File: src/rtl/mem_port_arbiter.sv
// Shares one asynchronous SRAM between the fetch (read-only) and data (read/write)
// requesters; data has priority, a starvation counter guarantees fetch progress.
module mem_port_arbiter #(
    parameter int unsigned AW           = 16,
    parameter int unsigned DW           = 16,
    parameter int unsigned READ_WAIT    = 1,
    parameter int unsigned WE_CYCLES    = 1,
    parameter int unsigned STARVE_LIMIT = 4
) (
    input  logic          clk,
    input  logic          rst,
    input  logic          if_req,
    input  logic [AW-1:0] if_addr,
    output logic [DW-1:0] if_rdata,
    output logic          if_ack,
    input  logic          dm_req,
    input  logic          dm_we,
    input  logic [AW-1:0] dm_addr,
    input  logic [DW-1:0] dm_wdata,
    output logic [DW-1:0] dm_rdata,
    output logic          dm_ack,
    output logic [AW-1:0] ram_addr,
    output logic [DW-1:0] ram_wdata,
    input  logic [DW-1:0] ram_rdata,
    output logic          ram_wr_en,
    output logic          ram_ce_n,
    output logic          ram_oe_n,
    output logic          ram_we_n,
    output logic          busy
);

    localparam int unsigned CW = 3;
    localparam int unsigned SW = $clog2(STARVE_LIMIT + 1);

    typedef enum logic [2:0] {
        IDLE     = 3'd0,
        RD       = 3'd1,
        WR_SETUP = 3'd2,
        WR_PULSE = 3'd3,
        WR_HOLD  = 3'd4,
        DONE     = 3'd5
    } state_t;

    state_t        state, state_next;
    logic [CW-1:0] cnt, cnt_next;
    logic [SW-1:0] starve_cnt;
    logic          owner_dm;
    logic          dm_win, if_win;
    logic          capture;
    logic          ce_n_d, oe_n_d, we_n_d, wr_en_d, if_ack_d, dm_ack_d, busy_d;

    // State register
    always_ff @(posedge clk or negedge rst) begin
        if (!rst) begin
            state <= IDLE;
            cnt   <= '0;
        end else begin
            state <= state_next;
            cnt   <= cnt_next;
        end
    end

    // Next-state logic, including the grant decision taken in IDLE
    always_comb begin
        state_next = state;
        cnt_next   = cnt;
        dm_win     = 1'b0;
        if_win     = 1'b0;
        case (state)
            IDLE: begin
                cnt_next = '0;
                dm_win   = dm_req && !(if_req && (starve_cnt == SW'(STARVE_LIMIT)));
                if_win   = !dm_win && if_req;
                if (dm_win) begin
                    state_next = dm_we ? WR_SETUP : RD;
                end else if (if_win) begin
                    state_next = RD;
                end
            end
            RD: begin
                if (cnt == CW'(READ_WAIT)) begin
                    state_next = DONE;
                    cnt_next   = '0;
                end else begin
                    cnt_next = cnt + CW'(1);
                end
            end
            WR_SETUP: begin
                state_next = WR_PULSE;
                cnt_next   = '0;
            end
            WR_PULSE: begin
                if (cnt == CW'(WE_CYCLES - 1)) begin
                    state_next = WR_HOLD;
                    cnt_next   = '0;
                end else begin
                    cnt_next = cnt + CW'(1);
                end
            end
            WR_HOLD: state_next = DONE;
            DONE:    state_next = IDLE;
            default: begin
                state_next = IDLE;
                cnt_next   = '0;
            end
        endcase
    end

    // Output decode from the upcoming state so the pins come straight from flops
    always_comb begin
        ce_n_d   = 1'b1;
        oe_n_d   = 1'b1;
        we_n_d   = 1'b1;
        wr_en_d  = 1'b0;
        if_ack_d = 1'b0;
        dm_ack_d = 1'b0;
        busy_d   = (state_next != IDLE);
        case (state_next)
            RD: begin
                ce_n_d = 1'b0;
                oe_n_d = 1'b0;
            end
            WR_SETUP, WR_HOLD: begin
                ce_n_d  = 1'b0;
                wr_en_d = 1'b1;
            end
            WR_PULSE: begin
                ce_n_d  = 1'b0;
                wr_en_d = 1'b1;
                we_n_d  = 1'b0;
            end
            DONE: begin
                if_ack_d = !owner_dm;
                dm_ack_d = owner_dm;
            end
            default: ;
        endcase
    end

    assign capture = (state == RD) && (state_next == DONE);

    // Registered pins, latched operands, read data and starvation tracking
    always_ff @(posedge clk or negedge rst) begin
        if (!rst) begin
            ram_ce_n   <= 1'b1;
            ram_oe_n   <= 1'b1;
            ram_we_n   <= 1'b1;
            ram_wr_en  <= 1'b0;
            ram_addr   <= '0;
            ram_wdata  <= '0;
            if_ack     <= 1'b0;
            dm_ack     <= 1'b0;
            if_rdata   <= '0;
            dm_rdata   <= '0;
            busy       <= 1'b0;
            owner_dm   <= 1'b0;
            starve_cnt <= '0;
        end else begin
            ram_ce_n  <= ce_n_d;
            ram_oe_n  <= oe_n_d;
            ram_we_n  <= we_n_d;
            ram_wr_en <= wr_en_d;
            if_ack    <= if_ack_d;
            dm_ack    <= dm_ack_d;
            busy      <= busy_d;
            if (dm_win) begin
                owner_dm  <= 1'b1;
                ram_addr  <= dm_addr;
                ram_wdata <= dm_wdata;
                if (!if_req) begin
                    starve_cnt <= '0;
                end else if (starve_cnt != SW'(STARVE_LIMIT)) begin
                    starve_cnt <= starve_cnt + SW'(1);
                end
            end else if (if_win) begin
                owner_dm   <= 1'b0;
                ram_addr   <= if_addr;
                starve_cnt <= '0;
            end
            if (capture) begin
                if (owner_dm) begin
                    dm_rdata <= ram_rdata;
                end else begin
                    if_rdata <= ram_rdata;
                end
            end
        end
    end

endmodule
File: config.mk
export PLATFORM = sky130hd
export DESIGN_NAME = mem_port_arbiter
export DESIGN_NICKNAME = d
export VERILOG_FILES = /design/src/rtl/mem_port_arbiter.sv
export SDC_FILE = /design/constraint.sdc
export NUM_CORES = 1
export LEC_CHECK = 0
export BUFFER_PORTS_ARGS = -buffer_cell sky130_fd_sc_hd__buf_4
export CAP_MARGIN = 20
export CORE_MARGIN = 5
export CORE_UTILIZATION = 31
export DETAILED_ROUTE_END_ITERATION = 6
export HOLD_SLACK_MARGIN = 0.15
export PLACE_DENSITY = 0.61
export SLEW_MARGIN = 20
export SYNTH_ARGS = -nofsm -noshare
export SYNTH_HDL_FRONTEND = slang
export SYNTH_SLANG_ARGS = --single-unit
File: constraint.sdc
create_clock -name clk -period 2.2 [get_ports clk]
set_input_delay 0.44 -clock clk [delete_from_list [all_inputs] [get_ports clk]]
set_output_delay 0.44 -clock clk [all_outputs]
set_load 0.02 [all_outputs]
* Word-level counts from Yosys, hierarchy flattened
Index checks and enable logic that the tools add are counted.
Operators by class: add/subtract/negate cells 2, equality and inequality tests 14, muxes and demuxes 25, bitwise operators 1, reduce and logical (&&, ||, !) cells 17
Operators by type and width (number):
- 16-bit 2-to-1 mux | 2
- 3-bit 2-to-1 mux | 10
- 3-bit == test (second input constant) | 5
- 3-bit case mux with 5 select lines | 1
- 3-bit by 2-bit == test with 1-bit output (second input constant) | 4
- 1-bit 2-to-1 mux | 10
- 3-bit by 1-bit == test with 1-bit output (second input constant) | 3
- 3-bit case mux with 3 select lines | 1
- 3-bit by 1-bit adder with 3-bit output (second input constant) | 2
- 3-bit logical NOT | 2
- 2-bit AND reduction | 3
- 1-bit logical AND | 4
- 4-bit OR reduction | 1
- 1-bit logical NOT | 3
- 3-bit by 2-bit inequality test with 1-bit output (second input constant) | 1
- 3-bit inequality test (second input constant) | 1
- 3-bit nonzero test | 1
- 3-bit OR reduction | 1
- 2-bit 2-to-1 mux | 1
- 2-bit nonzero test | 1
- 2-bit OR reduction | 1
- 1-bit inverter | 1
Word-level totals: register bits 81, input port bits 69

* Logic depth before layout (Yosys ltp)
depth after elaboration 12, gate-level depth with buffers 8, depth with buffers taken out 6

* Least setup slack after synthesis
Ideal clock, no wire load.
kind register to register, from register cnt[2], to register dm_rdata[10], library setup time 0.125 ns, data arrival time 1.494 ns, required time 2.075 ns, path slack 0.581 ns, cell stages (with the launch flop) 6, path through dfrtp_1 > nand2b_2 > nor3b_4 > nand3_4 > buf_6 > mux2_4
On the way: word-level cells in the longest chain between the ends 6, elaborated cells on any way between the ends 8, those cells by class eq/ne: 2; mux: 3; reduce/logical: 3
RTL lines:
- start: declaration | line 45 | logic [CW-1:0] cnt, cnt_next;
- start signal: assignment | line 59 | cnt <= cnt_next;
- 3-bit by 1-bit == test with 1-bit output or 3-bit logical NOT (tied branches) | line 81, 93
- 3-bit 2-to-1 mux (on tied branches) | line 81, 93
- 3-bit case mux with 5 select lines * | line 69 | case (state)
- 3-bit == test * | line 140 | assign capture = (state == RD) && (state_next == DONE);
- 1-bit logical AND * | line 140
- 2-bit AND reduction (no source line) *
- end signal: assignment | line 182 | dm_rdata <= ram_rdata;
- end: declaration | line 20 | output logic [DW-1:0] dm_rdata,
Mark *: on every way between the ends. The rest lies on a longest branch, timed or not. A chain may end at the register's enable or synchronous reset.

* Worst setup path in the final report
from register state[1], to register ram_addr[2]
On the way: word-level cells in the longest chain between the ends 3, elaborated cells on any way between the ends 5, those cells by class mux: 3; reduce/logical: 2
RTL lines:
- start: declaration | line 44 | state_t state, state_next;
- start signal: assignment | line 58 | state <= state_next;
- 3-bit logical NOT * | line 69
- 1-bit 2-to-1 mux | line 69
- 16-bit 2-to-1 mux or 2-bit nonzero test (tied branches)
- end signal: assignment | line 168 | ram_addr <= dm_addr;
- end signal: assignment | line 177 | ram_addr <= if_addr;
- end: declaration | line 22 | output logic [AW-1:0] ram_addr,
Marks and branches as above.

==> impl_metrics.py <==
metrics = {
    "pwr": {
        "p_leak_nw": 2.38,
        "peakVddDrop_mv": 0.601,
        "switching_share_pct": 38.7,
        "p_seq_share_pct": 36.7,
        "pwr-share-comb_pct": 47.8,
        "internal-power_w": 0.00440,
        "power_switching_w": 0.00278,
        "power.density_nw_per_um2": 1510,
        "clockPowerShare_pct": 15.5,
    },
    "clocking": {
        "post_cts_resized": 0,
        "cts-buffers-inserted": 9,
        "cts_sinks": 81,
        "htreeDepth": 3,
        "cts_setup_buffers": 0,
        "cts.path.max_buffers": 2,
        "cts_tree": "built",
        "clkSlewWorstSetupHoldPaths_ps": 80,
        "postCtsHoldBufs": 1,
        "cts_root_buf": "clkbuf_8",
        "insertion_delay_ps": 340,
    },
    "timing": {
        "fin_skew_ps": 9.62,
        "tightest_slew_ps": 642,
        "slew_headroom_pct": 57.2,
        "finalSetupViolCount": 0,
        "tns_ps": 0,
        "hold_violations": 0,
        "report.final.slew_viol_count": 0,
        "setup_ws_ps": 406,
        "holdWs_ps": 276,
        "rsz0062_at_grt": "false",
        "max_freq_mhz": 557,
        "timing.final.crit_share_pct": 81.6,
        "period_minus_slack_ps": 1790,
    },
    "synth": {
        "synthFlopType": "dfrtp_1",
        "synth_enable_flop_cells": 0,
        "yosys.area_share.adder_pct": 1.86,
        "synth_seq_cells": 81,
        "syn-num-nets": 364,
        "async_flop_share_pct": 100,
        "postSynthAreaPerCell_um2": 11.6,
        "synth_top_family_by_area": "simple AND/OR/NAND/NOR gates",
        "synthTopCellsByCount": "dfrtp_1 (78), nand2_1 (61), nor2_1 (31)",
        "synth-xor-area-share_pct": 0,
        "yosysSeqAreaShare_pct": 60.5,
        "synthTopCellsByArea": "dfrtp_1 (58%), mux2_2 (7.4%), nand2_1 (6.8%)",
        "synth_cell_types": 39,
        "syn_inst": 290,
        "synth_top_area_share_pct": 58.1,
        "post-synth-top-count-cell": "dfrtp_1",
        "syn-cell-area_um2": 3360,
        "synthMuxAreaShare_pct": 12.7,
        "synth_simple_gate_area_share_pct": 14.8,
        "synth_compound_area_share_pct": 6.90,
        "yosysWarningCount": 0,
        "synth_top_area_cell": "dfrtp_1",
    },
    "floorplan": {
        "ioPinCount": 140,
        "fp.dieW_um": 114,
        "rows": 38,
        "die_h_um": 114,
        "coreArea_um2": 10700,
        "die_area_um2": 13000,
        "start_util_pct": 31.2,
    },
    "detailed_routing": {
        "vias_per_cell": 4.47,
        "drt_iter0_drc": 106,
        "route.vias.total": 2581,
        "finalWirelength_um": 8130,
        "drt-wirelength-per-cell_um": 14.1,
        "antenna_left": 0,
        "dr.pass1.iters": 4,
        "route.detailed.drc": 0,
    },
    "worst_setup_path": {
        "slowest_stage": "dfrtp_1",
        "critPathRequiredTime_ps": 2430,
        "crit_type": "reg2reg",
        "start_kind": "flop",
        "cp.arrival_ps": 2020,
        "end_kind": "flop",
        "cpPeakStageDelay_ps": 510,
        "crit_fanout": 14,
        "cp_cell_sequence": "or3_1, a211o_1, o22ai_1, nor2_1",
    },
    "worst_hold_path": {
        "holdCritPathClass": "in2reg",
    },
    "global_route": {
        "grt_pass1_wl_um": 13300,
        "track_usage_pct": 13.0,
        "grt_overflow": 0,
        "grt_antenna_before_repair": 0,
        "grt_pass1_vias": 2647,
        "grt_max_degree": 50,
    },
    "final_layout": {
        "area_growth_pct": 41.9,
        "final_core_util_pct": 44.3,
        "nets": 507,
        "diodes": 0,
        "layout-drive-gt1-share_pct": 45.4,
    },
    "place": {
        "portBuffers": 139,
        "place_congestion": 0.778,
        "pre_cts_ws_ps": 418,
        "dp_hpwl_um": 6070,
    },
    "run": {
        "cap_viol_max_count": 0,
    },
    "run_status": {
        "status": "finished clean",
    },
}
-- cells by family (layout without fill, tap and decap cells) --
kind of cell	after synthesis	count (layout)
multiplexers	35	35
buffers and inverters	22	170
AND/OR/NAND/NOR	111	111
adder cells (fa/ha/maj)	5	5
AO/OA/AOI/OAI	36	36
flip-flops	81	81
-- cell usage in the layout (no fill, tap or decap), drive strengths merged, types with 3 or more instances in the layout --
master  netlist  layout
o21ai        10      10
nor2         31      31
nand2        62      62
o22ai        15      15
clkbuf        3      12
inv          10      10
dfstp         3       3
nand3         4       4
ha            5       5
dfrtp        78      78
buf           9     143
a21oi         4       4
mux2         32      32
mux2i         3       3
-- area by class of cell --
class | count | area, um^2
Clock buffer | 12 | 155
Clock inverter | 4 | 51.3
Fill cell | 1036 | 5980
Inverter | 10 | 37.5
Multi-Input combinational cell | 187 | 1220
Sequential cell | 81 | 2030
Tap cell | 140 | 175
Timing Repair Buffer | 144 | 1100
-- per-stage QoR --
step	area [um^2]	power, W	std cells
final	4760	0.00718	578
after floorplan	3360	0.00467	290
after CTS	4760	0.00731	578
after global routing	4760	0.00770	578
after global placement	4550	0.00607	561
after detailed placement	4550	0.00615	561
-- registers in the layout, summed over array words and instances (netlist names) --
register	flops
dm_rdata	16
if_rdata	16
ram_addr	16
ram_wdata	16
cnt	3
starve_cnt	3
state	3
busy	1
dm_ack	1
if_ack	1
owner_dm	1
ram_ce_n	1
ram_oe_n	1
ram_we_n	1
ram_wr_en	1
-- per-layer routing --
layer  global-route usage [%]  routed length, um  vias to the layer above  part of all wire, %
li1                         -                  -                     1265                    -
met1                     16.9               3540                     1211                   44
met2                     19.9               3710                       95                   46
met3                     4.28                729                       10                  9.0
met4                     5.70                150                        0                  1.8
met5                        0                  0                        -                    0
-- power groups by stage --
| stage | clock network (W) | logic [W] | registers [W] |
|---|---|---|---|
| final | 0.00111 | 0.00343 | 0.00264 |
| after global routing | 0.00123 | 0.00372 | 0.00275 |
| after global placement | 0 | 0.00341 | 0.00266 |
| after detailed placement | 0 | 0.00349 | 0.00267 |
| after CTS | 0.00117 | 0.00349 | 0.00265 |
| after floorplan | 0 | 0.00131 | 0.00337 |
-- worst paths after layout --
check	from	to	slack, ps	cells after the start
min in group asynchronous	rst	if_rdata[6]	650	2
setup / recovery	state[1]	ram_addr[2]	410	4
max in group asynchronous	rst	cnt[0]	950	3
hold reg to reg	ram_wdata[8]	ram_wdata[8]	480	2
setup reg to reg	state[1]	ram_addr[2]	410	4
hold / removal	dm_wdata[8]	ram_wdata[8]	280	3
-- worst max-delay path: cells and delay by family (launching register included) --
kind	cells	cell delay, ps
flip-flops	1	510
AND/OR/NAND/NOR	2	480
AO/OA/AOI/OAI	2	690
(Power assumes the default switching activity.)
